File: config.mk
export PLATFORM = sky130hd
export DESIGN_NAME = popcount_64
export DESIGN_NICKNAME = d
export VERILOG_FILES = /design/src/rtl/lfsr_64_chk_popcount_64.sv
export SDC_FILE = /design/constraint.sdc
export NUM_CORES = 1
export LEC_CHECK = 0
export ABC_AREA = 0
export CORE_UTILIZATION = 42
export DETAILED_ROUTE_END_ITERATION = 12
export GPL_ROUTABILITY_DRIVEN = 0
export PLACE_DENSITY = 0.84
export SYNTH_ARGS = -nofsm -noshare
export SYNTH_HDL_FRONTEND = slang
export SYNTH_SLANG_ARGS = --single-unit
File: constraint.sdc
create_clock -name vclk -period 7.8
set_input_delay 1.56 -clock vclk [all_inputs]
set_output_delay 1.56 -clock vclk [all_outputs]
set_load 0.05 [all_outputs]
File: src/rtl/lfsr_64_chk_popcount_64.sv
// Adder-tree popcount of a 64-bit word; the sum feeds a registered
// accumulator in the checker (used only with LFSR_CHK_BITERR_EN).
module popcount_64 (
    input  logic [63:0] i_data,
    output logic [6:0]  o_count
);

    logic [1:0] w_s1 [32];
    logic [2:0] w_s2 [16];
    logic [3:0] w_s3 [8];
    logic [4:0] w_s4 [4];
    logic [5:0] w_s5 [2];

    always_comb begin
        for (int i = 0; i < 32; i++)
            w_s1[i] = {1'b0, i_data[2*i]} + {1'b0, i_data[2*i+1]};
        for (int i = 0; i < 16; i++)
            w_s2[i] = {1'b0, w_s1[2*i]} + {1'b0, w_s1[2*i+1]};
        for (int i = 0; i < 8; i++)
            w_s3[i] = {1'b0, w_s2[2*i]} + {1'b0, w_s2[2*i+1]};
        for (int i = 0; i < 4; i++)
            w_s4[i] = {1'b0, w_s3[2*i]} + {1'b0, w_s3[2*i+1]};
        for (int i = 0; i < 2; i++)
            w_s5[i] = {1'b0, w_s4[2*i]} + {1'b0, w_s4[2*i+1]};
        o_count = {1'b0, w_s5[0]} + {1'b0, w_s5[1]};
    end

endmodule

; ---- After elaboration in Yosys (flattened, before gate mapping)
; Cells that the tools add are included.
[word_totals]
reg_bits = 0
in_bits = 64
out_inout_bits = 7
word_cells = 63
[classes]
n_addsub = 63
[ops]
columns = operator, count
row1 = adder 1 x 1 -> 2 bit, 32
row2 = adder 2 x 2 -> 3 bit, 16
row3 = adder 3 x 3 -> 4 bit, 8
row4 = adder 4 x 4 -> 5 bit, 4
row5 = adder 5 x 5 -> 6 bit, 2
row6 = adder 6 x 6 -> 7 bit, 1

; ---- Longest topological paths before layout
[logic_depth]
ltp_word = 6
ltp_mapped = 20
depth_no_buf = 20

; ---- Worst setup path after synthesis
; No wires, ideal clock.
[synth_timing]
path_type = input port to output port
start = input port i_data[17]
end = output port o_count[5]
arrival_ps = 8110
required_ps = 6240
path_slack_ps = -1870
path_stages = 16
n_path_buf = 0
cell_sequence = fa_1 > inv_1 > fa_1 > inv_1 > fa_1 > fa_1 > inv_1 > fa_1 > fa_1 > fa_1 > fa_1 > inv_1 > ha_1 > a211oi_1 > nor4b_1 > a2111oi_1
[synth_between]
elab_chain_len = 6
[synth_rtl]
columns = element, line
row1 = start: declaration, 4  ; input logic [63:0] i_data,
row2 = adder 1 x 1 -> 2 bit, 16  ; w_s1[i] = {1'b0, i_data[2*i]} + {1'b0, i_data[2*i+1]};
row3 = adder 2 x 2 -> 3 bit, 18  ; w_s2[i] = {1'b0, w_s1[2*i]} + {1'b0, w_s1[2*i+1]};
row4 = adder 3 x 3 -> 4 bit, 20  ; w_s3[i] = {1'b0, w_s2[2*i]} + {1'b0, w_s2[2*i+1]};
row5 = adder 4 x 4 -> 5 bit, 22  ; w_s4[i] = {1'b0, w_s3[2*i]} + {1'b0, w_s3[2*i+1]};
row6 = adder 5 x 5 -> 6 bit, 24  ; w_s5[i] = {1'b0, w_s4[2*i]} + {1'b0, w_s4[2*i+1]};
row7 = adder 6 x 6 -> 7 bit, 25  ; o_count = {1'b0, w_s5[0]} + {1'b0, w_s5[1]};
row8 = end: declaration, 5  ; output logic [6:0] o_count
; Every way passes these cells.

; ---- Worst setup path after layout
[layout_timing]
start = input port i_data[53]
end = output port o_count[6]
; The elaborated chain is that of the path after synthesis.

==> results.tsv <==
stage	metric	value	unit
hold_path	min_path_cells	3	
worst_setup_path	slowest_stage	fa_1	
finish	antenna-diode-count	0	
worst_setup_path	crit_path_end_kind	output port	
status	status	complete, but fails checks	
die	start_util	0.455	
yosys	syn_area	1730	µm²
drt	drc	0	
worst_setup_path	worst-path-max-fanout	3	
die	core	3800	µm²
cts	postCtsHoldBufs	0	
finish	nNetsFinal	393	
global_routing	overflow	0	
sta	setup_ws	-0.931	ns
finish	layout_commonest_cell	inv_1	
global_routing	grt_pass1_vias	1486	
finish	fin_cells	306	
hold_path	min_to	o_count[0]	
yosys	yosysTopAreaCell	fa_1	
die	die-area	4380	µm²
yosys	yosysSeqAreaShare	0	
finish	area_growth	61.8	%
die	die_y	66.2	µm
drt	drtAntennaViolNets	0	
sta	rsz0062_at_grt	true	
hold_path	hp-start	i_data[2]	
drt	wire_per_inst	11.0	µm
worst_setup_path	cp.required	6.24	ns
sta	finalHoldViolCount	0	
worst_setup_path	cp_top_family	adder cells	
sta	fmax	115	MHz
finish	nClkBuffers	0	
drt	vias_per_cell	4.37	
worst_setup_path	cp_common_cell	fa_1	
worst_setup_path	cp_data_arrival_time	7.17	ns
yosys	synthTopCellsByArea	fa_1, inv_1, ha_1	
finish	drive_above_1_share	0.275	
global_routing	grt_usage	0.169	
yosys	synth_cells	172	
sta	tightest_slew	0.390	ns
sta	period_share	1.12	
sta	relSlewSlack	0.738	
sta	finalCriticalPeriod	8.73	ns
die	ios	71	
global_routing	grt_max_degree	6	
finish	seq_area	0	µm²
global_routing	antenna_found_initial	0	
yosys	syn_avg_cell_area	10.1	µm²
finish	mostFrequentLayoutCells	inv_1, fa_1, clkdlybuf4s50_1	
status	violations	negative setup slack	
worst_setup_path	slowest_delay	0.53	ns
worst_setup_path	cp.buffers_inverters	8	
sta	maxSlewViolCount	0	
hold_path	hp-class	input pin to output port	
yosys	synth_fp_nets	305	
place	dpl.cell_count	303	
place	numPortBuffers	71	
drt	vias	1338	
finish	seq_cells	0	
sta	setup_violations	7	
die	fp-row-count	22	
global_routing	grt_pass1_wl	5.69	mm
drt	drt-initial-drc-count	7	
yosys	ys.warnings.count	0	
worst_setup_path	path_class	input pin to output port	
worst_setup_path	start_kind	input pin	
yosys	synth_top_area_frac	0.625	
drt	firstDrtPassIters	3	
yosys	yosysUniqueCellTypes	19	
place	dp.final_hpwl	3.30	mm
die	die_w	66.2	µm
drt	drt-total-wl	3.38	mm
job	maxCapViolCount	0	
worst_setup_path	path_cells	buf_6 -> fa_1 -> inv_1 -> fa_1 -> inv_1 -> fa_1 -> inv_2 -> fa_2 -> inv_2 -> fa_1 -> inv_2 -> fa_2 -> fa_1 -> fa_1 -> inv_2 -> ha_4 -> fa_2 -> a211o_4 -> a21oi_4 -> o21bai_4 -> buf_8	
## cells in the mapped netlist
| library cell | number |
|---|---|
| nor4b_1 | 1 |
| a211o_2 | 1 |
| a21o_2 | 1 |
| nor2_1 | 1 |
| xor2_1 | 1 |
| o211a_1 | 1 |
| ha_1 | 15 |
| o21bai_1 | 1 |
| a21oi_1 | 3 |
| o21a_1 | 1 |
| o21ai_2 | 1 |
| o31ai_1 | 1 |
| nand3b_1 | 1 |
| a21o_1 | 1 |
| inv_1 | 84 |
| fa_1 | 54 |
| a2111oi_1 | 1 |
| xnor2_1 | 1 |
| a211oi_1 | 2 |
## per-layer routing
metal / GRT usage / vias to the layer above / part of all wire
met3: 0.0103 / 2 / 0.062
met5: 0 / - / 0
li1: - / 641 / -
met4: 0.0160 / 0 / 0.0056
met1: 0.171 / 647 / 0.33
met2: 0.374 / 48 / 0.61
## area by class of cell
type / count / area (µm²)
Multi-Input combinational cell: 88 / 1600
Fill cell: 278 / 1000
Timing Repair Buffer: 86 / 820
Inverter: 84 / 315
Tap cell: 48 / 60.1
## through the flow
stage / TNS, ns / instance area (µm²) / hold slack [ns] / worst slack (ns) / utilization
4_1_cts: -5.74 / 2800 / 3.93 / -1.11 / 0.736
3_5_place_dp: -7.14 / 2800 / 3.92 / -1.39 / 0.738
3_3_place_gp: -6.82 / 2800 / 3.91 / -1.33 / 0.738
6_report: -4.66 / 2800 / 3.91 / -0.931 / 0.736
5_1_grt: -5.54 / 2800 / 3.93 / -1.06 / 0.736
2_1_floorplan: -3.16 / 1880 / 3.32 / -0.715 / -
## worst max-delay path by stage
stage	start	end	slack (ns)	cells past startpoint
2_1_floorplan	i_data[53]	o_count[4]	-0.72	18
3_3_place_gp	i_data[53]	o_count[6]	-1.33	21
3_5_place_dp	i_data[53]	o_count[6]	-1.39	21
4_1_cts	i_data[53]	o_count[6]	-1.11	21
5_1_grt	i_data[53]	o_count[6]	-1.06	21
6_report	i_data[53]	o_count[6]	-0.93	21
## cells by family after synthesis
logic type | share of synthesized area
buffers and inverters | 0.182
adders and majority gates | 0.734
AOI/OAI and AO/OA | 0.0622
and+or+nand+nor | 0.0116
xor gates and xnor gates | 0.0101
## timing repair
action	4_1_cts	5_1_grt
pin swaps	37	39
resized for setup	71	21
endpoints found under the hold margin	0	0
endpoints found under the setup margin	7	7
buffers inserted	2	1
Power is not shown: default switching activity piles up to over one toggle a cycle in this logic, so the estimate is an artifact.
